[config.mk]
export PLATFORM = sky130hd
export DESIGN_NAME = seg_scan_mux
export DESIGN_NICKNAME = d
export VERILOG_FILES = /design/src/rtl/seg_disp_pkg.sv /design/src/rtl/seg_next_digit.sv /design/src/rtl/seg_scan_mux.sv
export SDC_FILE = /design/constraint.sdc
export NUM_CORES = 1
export LEC_CHECK = 0
export CAP_MARGIN = 20
export CORE_MARGIN = 2
export CORE_UTILIZATION = 55
export DETAILED_ROUTE_END_ITERATION = 16
export GPL_ROUTABILITY_DRIVEN = 1
export PLACE_DENSITY = 0.87
export SLEW_MARGIN = 20
export SYNTH_ARGS = -nofsm -noshare
export SYNTH_HDL_FRONTEND = slang
export SYNTH_SLANG_ARGS = --single-unit
export TNS_END_PERCENT = 10
[constraint.sdc]
create_clock -name clk -period 10 [get_ports clk]
set_clock_uncertainty 0.15 [all_clocks]
set_input_delay 1 -clock clk [delete_from_list [all_inputs] [get_ports clk]]
set_output_delay 1 -clock clk [all_outputs]
set_load 0.05 [all_outputs]
[src/rtl/seg_disp_pkg.sv]
// Shared types and constants for the multiplexed 7-segment scanner.
// Latency: n/a (declarations only).
// Backpressure: n/a.
package seg_disp_pkg;

  // Scan phases: anodes off at slot start, digit driven, or nothing enabled
  typedef enum logic [1:0] {
    BLANK = 2'd0,
    DRIVE = 2'd1,
    HOLD  = 2'd2
  } scan_state_t;

  // Active-low segments: all ones is every segment dark (truncate to SEG_W)
  localparam logic [31:0] SEG_OFF = 32'hFFFF_FFFF;

  // Width of a counter holding 0..n-1, never narrower than one bit
  function automatic int cnt_width(input int n);
    return (n <= 2) ? 1 : $clog2(n);
  endfunction

endpackage

[src/rtl/seg_next_digit.sv]
// Circular priority finder: first enabled digit strictly after i_sel, wrapping.
// Latency: combinational.
// Backpressure: n/a.
module seg_next_digit
  import seg_disp_pkg::*;
#(
  parameter int NUM_DIGITS = 4,
  localparam int SW = cnt_width(NUM_DIGITS)
) (
  input  logic [SW-1:0]         i_sel,
  input  logic [NUM_DIGITS-1:0] i_digit_en,
  output logic [SW-1:0]         o_next_sel,
  output logic                  o_wrap,
  output logic                  o_none
);

  logic          w_found;
  logic [SW-1:0] w_idx;

  // Walk sel+1 .. sel+NUM_DIGITS modulo NUM_DIGITS; the last probe is sel itself
  always_comb begin
    o_next_sel = i_sel;
    w_found    = 1'b0;
    w_idx      = '0;
    for (int k = 1; k <= NUM_DIGITS; k++) begin
      w_idx = SW'((int'(i_sel) + k) % NUM_DIGITS);
      if (!w_found && i_digit_en[w_idx]) begin
        o_next_sel = w_idx;
        w_found    = 1'b1;
      end
    end
  end

  assign o_none = ~|i_digit_en;
  // Landing on an index not above the current one means the frame wrapped
  assign o_wrap = !o_none && (o_next_sel <= i_sel);

endmodule

[src/rtl/seg_scan_mux.sv]
// N-digit common-anode 7-segment scanner with blank time, per-slot data latch,
// digit skip and frame strobe; optional SEG_SCAN_DIM_EN adds a 4-bit bright duty input.
// Latency: pins follow the scan state by one clk; no backpressure (free-running).
module seg_scan_mux
  import seg_disp_pkg::*;
#(
  parameter int NUM_DIGITS   = 4,
  parameter int SEG_W        = 7,
  parameter int REFRESH_DIV  = 100000,
  parameter int BLANK_CYCLES = 1000
) (
  input  logic                        clk,
  input  logic                        rst,
  input  logic [NUM_DIGITS*SEG_W-1:0] seg_in,
  input  logic [NUM_DIGITS-1:0]       dp_in,
  input  logic [NUM_DIGITS-1:0]       digit_en,
`ifdef SEG_SCAN_DIM_EN
  input  logic [3:0]                  bright,
`endif
  output logic [SEG_W-1:0]            seg,
  output logic                        dp,
  output logic [NUM_DIGITS-1:0]       an,
  output logic                        frame_tick
);

  localparam int CW = cnt_width(REFRESH_DIV);
  localparam int SW = cnt_width(NUM_DIGITS);
  localparam int BL = (BLANK_CYCLES == 0) ? 0 : BLANK_CYCLES - 1;
  localparam logic [SEG_W-1:0] OFF = SEG_W'(SEG_OFF);

  scan_state_t       r_state;
  logic [CW-1:0]     r_cnt;
  logic [SW-1:0]     r_sel;
  logic              r_first;
  logic [SEG_W-1:0]  r_lat_seg;
  logic              r_lat_dp;
  logic [NUM_DIGITS-1:0] r_an;
  logic [SEG_W-1:0]  r_seg;
  logic              r_dp;
  logic              r_frame;

  logic              w_slot_end;
  logic              w_blank_end;
  logic [SW-1:0]     w_next_sel;
  logic              w_wrap;
  logic              w_none;
  logic [SW-1:0]     w_lat_idx;
  logic [SEG_W-1:0]  w_seg_arr [NUM_DIGITS];
  logic [SEG_W-1:0]  w_lat_seg;
  logic              w_lat_dp;
  logic              w_duty_ok;

  seg_next_digit #(
    .NUM_DIGITS (NUM_DIGITS)
  ) u_next (
    .i_sel      (r_sel),
    .i_digit_en (digit_en),
    .o_next_sel (w_next_sel),
    .o_wrap     (w_wrap),
    .o_none     (w_none)
  );

  for (genvar g = 0; g < NUM_DIGITS; g++) begin : g_slice
    assign w_seg_arr[g] = seg_in[g*SEG_W +: SEG_W];
  end

  assign w_slot_end  = (r_cnt == CW'(REFRESH_DIV - 1));
  assign w_blank_end = (BLANK_CYCLES == 0) || (r_cnt == CW'(BL));

  // A latch from BLANK uses the current digit; with zero blank time DRIVE is
  // re-entered straight from the slot end, so the incoming digit is latched.
  assign w_lat_idx = (r_state == BLANK) ? r_sel : w_next_sel;
  assign w_lat_seg = w_seg_arr[w_lat_idx];
  assign w_lat_dp  = ~dp_in[w_lat_idx];

`ifdef SEG_SCAN_DIM_EN
  localparam int PW = CW + 5;
  logic [3:0]    r_bright;
  logic [PW-1:0] w_on_len;
  logic [PW-1:0] w_phase;
  assign w_on_len  = (PW'(REFRESH_DIV - BLANK_CYCLES) * (PW'(r_bright) + PW'(1))) >> 4;
  assign w_phase   = PW'(r_cnt) - PW'(BLANK_CYCLES);
  assign w_duty_ok = (w_phase < w_on_len);
`else
  assign w_duty_ok = 1'b1;
`endif

  // Slot counter, scan FSM, per-slot data latch and registered pin drivers
  always_ff @(posedge clk or posedge rst) begin
    if (rst) begin
      r_cnt     <= '0;
      r_sel     <= '0;
      r_state   <= BLANK;
      r_first   <= 1'b1;
      r_lat_seg <= OFF;
      r_lat_dp  <= 1'b1;
      r_an      <= '1;
      r_seg     <= OFF;
      r_dp      <= 1'b1;
      r_frame   <= 1'b0;
`ifdef SEG_SCAN_DIM_EN
      r_bright  <= 4'hF;
`endif
    end else begin
      r_cnt   <= w_slot_end ? '0 : r_cnt + 1'b1;
      r_frame <= 1'b0;
      if (w_slot_end) r_first <= 1'b0;

      // Pins reflect the state held during the previous cycle
      if (r_state == DRIVE) begin
        r_an  <= w_duty_ok ? ~(NUM_DIGITS'(1) << r_sel) : '1;
        r_seg <= r_lat_seg;
        r_dp  <= r_lat_dp;
      end else begin
        r_an  <= '1;
        r_seg <= OFF;
        r_dp  <= 1'b1;
      end

      case (r_state)
        BLANK: begin
          if (w_blank_end) begin
            // Only the slot right after reset can start on a disabled digit 0
            if (r_first && !digit_en[r_sel]) begin
              r_state <= HOLD;
            end else begin
              r_state   <= DRIVE;
              r_lat_seg <= w_lat_seg;
              r_lat_dp  <= w_lat_dp;
`ifdef SEG_SCAN_DIM_EN
              r_bright  <= bright;
`endif
            end
          end
        end
        DRIVE, HOLD: begin
          if (w_slot_end) begin
            if (w_none) begin
              r_state <= HOLD;
            end else begin
              r_sel   <= w_next_sel;
              r_frame <= w_wrap;
              if (BLANK_CYCLES == 0) begin
                r_state   <= DRIVE;
                r_lat_seg <= w_lat_seg;
                r_lat_dp  <= w_lat_dp;
`ifdef SEG_SCAN_DIM_EN
                r_bright  <= bright;
`endif
              end else begin
                r_state <= BLANK;
              end
            end
          end
        end
        default: r_state <= BLANK;
      endcase
    end
  end

  assign an         = r_an;
  assign seg        = r_seg;
  assign dp         = r_dp;
  assign frame_tick = r_frame;

endmodule
==> impl_results.md, run 1 <==
- Clk buf depth: 2
- Post-synth cell types: 53
- Post-synth top area share: 0.208
- HP Class: register to register
- Synth top cells by count: dfrtp_1 (22), nand2_1 (22), dfstp_2 (21)
- Cell Rows: 25
- Routability Congestion: between 0.8 and 0.9
- Fmax: ~270 MHz
- Layout area overhead: 22.8%
- Final setup violation count: 0
- Number of synthesized flops with an enable pin: 0
- Fin Setup TNS: 0 ns
- Crit-path max cell delay: slightly below 0.8 ns
- CP max-delay cell: dfrtp_1
- Asr flop ratio synth: 1.00
- Post-synthesis simple-gate area fraction: 0.233
- Total power: roughly 0.33 mW
- Top FF cell, synth: dfrtp_1
- Number of global-route vias before repair: roughly 2000
- Crit start category: register
- Post-Synthesis Cells: 257
- Crit end category: register
- DRT antenna net count: 0
- CP cell instances: clkinv_1 > ha_1 > mux4_2 > nor2b_4 > o221ai_1 > a211oi_1 > nor3_2 > ha_1 > a21oi_1 > a21oi_1 > nor3_1
- I/O Buffers: 50
- Core area: between 0.004 and 0.005 sq mm
- Sequential fraction of the synthesis area: 0.416
- Die X: between 70 and 80 um
- Slew HR: 0.425
- GRT overflow: 0
- Hold Buf Count CTS: 0
- Top cells by area, synth: dfstp_2 (21%), dfrtp_1 (21%), ha_1 (4.7%), mux4_2 (4.3%), nand2_1 (3.1%)
- Setup bufs post-CTS: 0
- Status: finished clean
- Unrepaired setup endpoints after global routing: no
- CTS tree: built
- Final count of pins violating max slew: 0
- Max_cap viols: 0
- Via count: 2097
- Final nets: 354
- Total CTS buffers: 5
- Worst EP arrival: about 3.8 ns
- Compound-gate portion of the synthesized area: 0.112
- Worst Tran Pin Value: roughly 0.86 ns
- YS warnings: 0
- HPWL after DPL: 4160 um
- PostCTS Resize Cnt: 0
- Antenna violations before repair: 0
- Adder-Cell Fraction of Synth Area: 0.0473
- Syn Nets: roughly 310
- Static Leak: ~1.3 nW
- Final Critical Period: about 3.8 ns
- I/O pin count: 51
- Yosys reg bits: 43
- Worst path top cell family by delay: adder cells
- Syn Area/Cell: ~10 sq um
- DR iter-0 viols: roughly 130
- Sink Count: 43
- Number of iterations in the first detailed-routing pass: 4
- Mapped Area: roughly 0.0026 sq mm
- Latest clock arrival within the worst-skew pair: roughly 0.29 ns
- Largest net degree at the start of global routing: between 40 and 50
- All-layer global routing usage: 0.220
- Setup CP Type: register to register
- CP Buf/Inv Count: 1
- Post-Synth XOR/XNOR Area: 0.0529
- Post-synth top area cell: dfstp_2
- Reg clk slew, reported paths: roughly 0.080 ns
- Die ar.: 0.00538 sq mm
- First-pass GRT wire length: about 9000 um
- PwrDens: ~100 mW/mm^2
- Initial Utilization: 0.564
- Largest family of logic cells by synthesized area: simple AND/OR/NAND/NOR gates
- Hold Vio Cnt, Final: 0
- Final wirelength: between 5000 and 6000 um
- Post-detailed-route wirelength per cell: 15.5 um
- H-tree levels: 2
- Peak VDD IR: between 80 and 90 uV
- Post-synthesis mux area share: 0.0827
- ANT cells: 0
- Crit share post-route: 0.376
- Required time of the critical path: approximately 10 ns
- Worst-path fanout max: 18
- DRC viols: 0
- Final Core Density: 0.693
- Clock root buffer: clkbuf_8
- Share of layout cells above drive strength 1: 0.156
- DIE HEIGHT: 73.4 um
- Number of vias per cell: 5.81
[worst register-to-register path, cell delays in order (launching register included)]
cell	delay [ns]
dfrtp_1	0.77
clkinv_1	0.48
ha_1	0.52
mux4_2	0.27
nor2b_4	0.28
o221ai_1	0.18
a211oi_1	0.31
nor3_2	0.10
ha_1	0.30
a21oi_1	0.13
a21oi_1	0.05
nor3_1	0.14
[area by class of cell]
cell class | instances | area, sq um
repair buffers | 51 | 508
flip-flops and latches | 43 | 1100
fillers | 363 | 1440
clock inverters | 1 | 7.51
multi-input cells | 186 | 1400
well taps | 54 | 67.6
clock buffers | 7 | 96.3
inverters | 19 | 71.3
[path summary, 6_finish.rpt]
check	startpoint	endpoint	slack, ns	depth (start not counted)
worst max-delay path	r_sel[1]$_DFFE_PP0P_	frame_tick$_DFF_PP0_	6.24	11
worst max register to register	r_sel[1]$_DFFE_PP0P_	frame_tick$_DFF_PP0_	6.24	11
worst min register to register	r_lat_seg[5]$_DFFE_PP1P_	seg[5]$_DFF_PP1_	0.34	1
max in group asynchronous	rst	r_lat_seg[1]$_DFFE_PP1P_	8.34	3
worst min-delay path	r_lat_seg[5]$_DFFE_PP1P_	seg[5]$_DFF_PP1_	0.34	1
min in group asynchronous	rst	r_cnt[4]$_DFF_PP0_	0.99	3
[per-layer routing]
| layer | up-vias | routed length [um] | track usage |
|---|---|---|---|
| met3 | 9 | 205 | 0.0453 |
| met1 | 1018 | 2480 | 0.295 |
| met2 | 58 | 2850 | 0.358 |
| li1 | 1012 | - | - |
| met4 | 0 | 58 | 0.0687 |
| met5 | - | 0 | 0 |
[cells in the final DEF, fill, tap and decap left out, drive strengths merged, types with 3 or more instances in the layout]
cell type / synthesis / layout
nand2b: 10 / 10
dfrtp: 22 / 22
xor2: 8 / 8
nand3: 12 / 12
nand2: 22 / 22
o31ai: 4 / 4
o21ai: 13 / 13
inv: 18 / 18
and2: 8 / 8
nor2: 18 / 18
a21oi: 4 / 4
nor3: 11 / 11
clkdlybuf4s50: 0 / 50
mux2i: 8 / 8
xnor2: 8 / 8
nor3b: 3 / 3
mux4: 5 / 5
nor4: 10 / 10
and3: 3 / 3
a2111oi: 7 / 7
ha: 10 / 10
dfstp: 21 / 21
clkbuf: 3 / 7
[power breakdown]
group          switching (mW)  internal [mW]  total, mW  leakage [nW]
logic                  0.0124         0.0187     0.0311         0.750
registers                   0          0.174      0.174         0.507
clock network          0.0573         0.0628      0.120        0.0505
total                  0.0697          0.256      0.325          1.31
[per-stage QoR]
step / setup WS [ns] / hold slack, ns / cell area (sq um) / cells
after global routing: 5.95 / 0.360 / 3250 / 361
after global placement: 6.35 / 0.319 / 3150 / 353
after detailed placement: 6.21 / 0.333 / 3150 / 353
final: 6.24 / 0.344 / 3250 / 361
after CTS: 6.26 / 0.346 / 3250 / 361
after floorplan: 6.66 / 0.297 / 2650 / 257
[sequential cells by signal (all words and copies together), names as in the netlist]
name and count:
frame_tick 1, seg 7, r_sel 2, r_first 1, r_lat_dp 1, r_lat_seg 7
dp 1, an 4, r_cnt 17, r_state 2
[logic make-up after synthesis]
| family | after synthesis |
|---|---|
| AOI/OAI and AO/OA | 38 |
| xor gates and xnor gates | 16 |
| adders and majority gates | 10 |
| buffers and inverters | 28 |
| DFF | 43 |
| muxes | 15 |
| and+or+nand+nor | 107 |
Note: power is estimated with default switching activity, not from simulation.
==> run 2, diff against run 1 <==
- CORE_UTILIZATION: 55 -> 52
- PLACE_DENSITY: 0.87 -> 0.83
- clock period: 10 -> 3.5 ns (I/O delays scaled with it)
==> run 2 against run 1 <==
Against the previous run: global-route usage down 0.98 points; worst hold slack worse by 0.0075 ns; sequential power grew to 2.9 times the previous value; combinational power grew to 2.9 times the previous value; clock power rose to 2.6 times the previous value; via count decreased by 2.1%; first-iteration DRC count is 18% higher; cell count rose by 5.3%; critical path depth unchanged; non-clock buffer count up 6; critical path type unchanged.
==> impl_results.md, run 2 (synthesized netlist as in run 1, its figures left out) <==
- I/O Buffers: 50
- Worst path top cell family by delay: adder cells
- Worst EP arrival: ~3.1 ns
- Fmax: about 330 MHz
- Reg power frac: 0.556
- Number of flip-flops in the largest register: 17
- Comb pwr share: 0.101
- ANT cells: 0
- Layout area overhead: 25.0%
- Filler instances: between 300 and 400
- Initial Utilization: 0.550
- Share of layout cells above drive strength 1: 0.173
- Die X: between 70 and 80 um
- Most frequent cells in the layout: clkdlybuf4s50_1 (50), nand2_1 (22), dfrtp_1 (22)
- PostCTS Resize Cnt: 0
- Clock network fraction of design power: 0.342
- DRT antenna net count: 0
- Reg clk slew, reported paths: ~0.080 ns
- Switching share of power: 0.227
- Static Leak: between 1 and 1.5 nW
- Register name with the most flops: r_cnt
- Clk buf depth: 2
- Max_cap viols: 0
- PwrDens: 270 mW/mm^2
- Required time of the critical path: ~3.6 ns
- Sequential Area: between 0.001 and 0.0015 sq mm
- M1 GR Usage: 0.302
- GRT overflow: 0
- Largest net degree at the start of global routing: 23
- Crit-path max cell delay: 0.53 ns
- Final Non-Filler Cells: 380
- Routability Congestion: ~0.8
- Number of iterations in the first detailed-routing pass: 4
- Slew HR: 0.644
- Via count: ~2100
- Post-detailed-route wirelength per cell: 14.0 um
- Setup CP Type: register to register
- Hold Buf Count CTS: 0
- GR Util met2: 0.321
- Sw power: a little over 0.2 mW
- Sink Count: 43
- Worst Tran Pin Value: between 0.5 and 0.6 ns
- I/O pin count: 51
- Number of vias per cell: between 5 and 6
- DR iter-0 viols: 157
- First-pass GRT wire length: 9050 um
- CP Buf/Inv Count: 1
- HPWL after DPL: between 4000 and 5000 um
- Final wirelength: approximately 5300 um
- Leading cell type in the layout, fill and taps excluded: clkdlybuf4s50_1
- Worst-path fanout max: 9
- Number of global-route vias before repair: around 2000
- Final Critical Period: ~3.0 ns
- CP cell instances: clkinv_1 > ha_1 > mux4_2 > nor2b_4 > o221ai_1 > a211oi_1 > nor3_2 > ha_1 > a21oi_1 > a21oi_1 > nor3_1
- GRT busiest layer: met2
- Int Power: about 0.69 mW
- Final nets: 360
- Hold Startpoint: r_cnt[0]$_DFF_PP0_
- Cell Rows: 25
- Crit start category: register
- Multi-input gate area: between 0.001 and 0.0015 sq mm
- Met3 GRT Util: 0.0370
- All-layer global routing usage: 0.210
- Die ar.: around 0.0057 sq mm
- Final setup violation count: 0
- H-tree levels: 2
- Antenna violations before repair: 0
- Crit share post-route: 0.867
- Placed Instances: around 370
- Core area: 0.00482 sq mm
- CTS tree: built
- Worst r2r src: r_sel[1]$_DFFE_PP0P_
- Setup bufs post-CTS: 0
- Clock root buffer: clkbuf_8
- Peak VDD IR: ~150 uV
- HP Class: register to register
- Hold Vio Cnt, Final: 0
- Final count of pins violating max slew: 0
- Crit end category: register
- Latest clock arrival within the worst-skew pair: 0.29 ns
- Unrepaired setup endpoints after global routing: no
- Origin of the worst setup path: r_sel[1]$_DFFE_PP0P_
- DRC viols: 0
- Total CTS buffers: 5
- CP max-delay cell: dfrtp_1
- Final Core Density: 0.687
- DIE HEIGHT: between 70 and 80 um
- Fin Setup TNS: 0 ns
- Status: finished clean
run 2: cell types whose count changed in the layout (fill, tap and decap cells not counted), sizes merged:
cell / change
buf: +6
clkbuf: -2
clkinv: +1
clkinvlp: +1
run 2: area by class of cell:
type | count | share of cell area
Tap cell | 67 | 0.0253
Sequential cell | 43 | 0.333
Clock inverter | 3 | 0.00605
Multi-Input combinational cell | 186 | 0.423
Clock buffer | 5 | 0.0208
Inverter | 19 | 0.0215
Timing Repair Buffer | 57 | 0.171
run 2: path summary, 6_finish.rpt:
path	slack, ns	endpoint	cells past startpoint
max	0.47	frame_tick$_DFF_PP0_	11
min	0.34	r_cnt[0]$_DFF_PP0_	1
max reg2reg	0.47	frame_tick$_DFF_PP0_	11
min reg2reg	0.34	r_cnt[0]$_DFF_PP0_	1
max in group asynchronous	2.46	an[0]$_DFF_PP1_	3
min in group asynchronous	0.43	r_lat_seg[6]$_DFFE_PP1P_	2
run 2: power groups by stage:
stage | sequential (mW) | combinational, mW | clock, mW
floorplan | 0.506 | 0.0374 | 0
global placement | 0.507 | 0.0899 | 0
detailed placement | 0.507 | 0.0915 | 0
CTS | 0.498 | 0.0919 | 0.315
global route | 0.498 | 0.0997 | 0.338
finish | 0.498 | 0.0908 | 0.306
run 2: worst reg2reg max path: cells and delay by family (launching register included):
kind / cells / cell delay [ns]
simple gates: 3 / 0.49
fa+ha+maj: 2 / 0.71
flops: 1 / 0.53
buf+inv: 1 / 0.15
compound gates: 4 / 0.65
mux: 1 / 0.28
run 2: layer usage:
layer | wire length (um) | part of all wire
met3 | 181 | 0.034
met5 | 0 | 0
met2 | 2470 | 0.46
met1 | 2590 | 0.49
met4 | 71 | 0.013
run 2: per-stage QoR:
stage               setup slack (ns)  cell area, sq um  total power, mW  hold slack, ns
detailed placement             0.406              3220            0.598           0.320
finish                         0.466              3310            0.895           0.336
global route                   0.203              3310            0.936           0.358
floorplan                      0.164              2650            0.544           0.297
CTS                            0.456              3310            0.905           0.338
global placement               0.513              3220            0.596           0.321
==> run 3, diff against run 2 <==
- CAP_MARGIN: 20 -> default
==> results of run 3 <==
The final DEF is identical to that of run 2; final timing and power are the same.
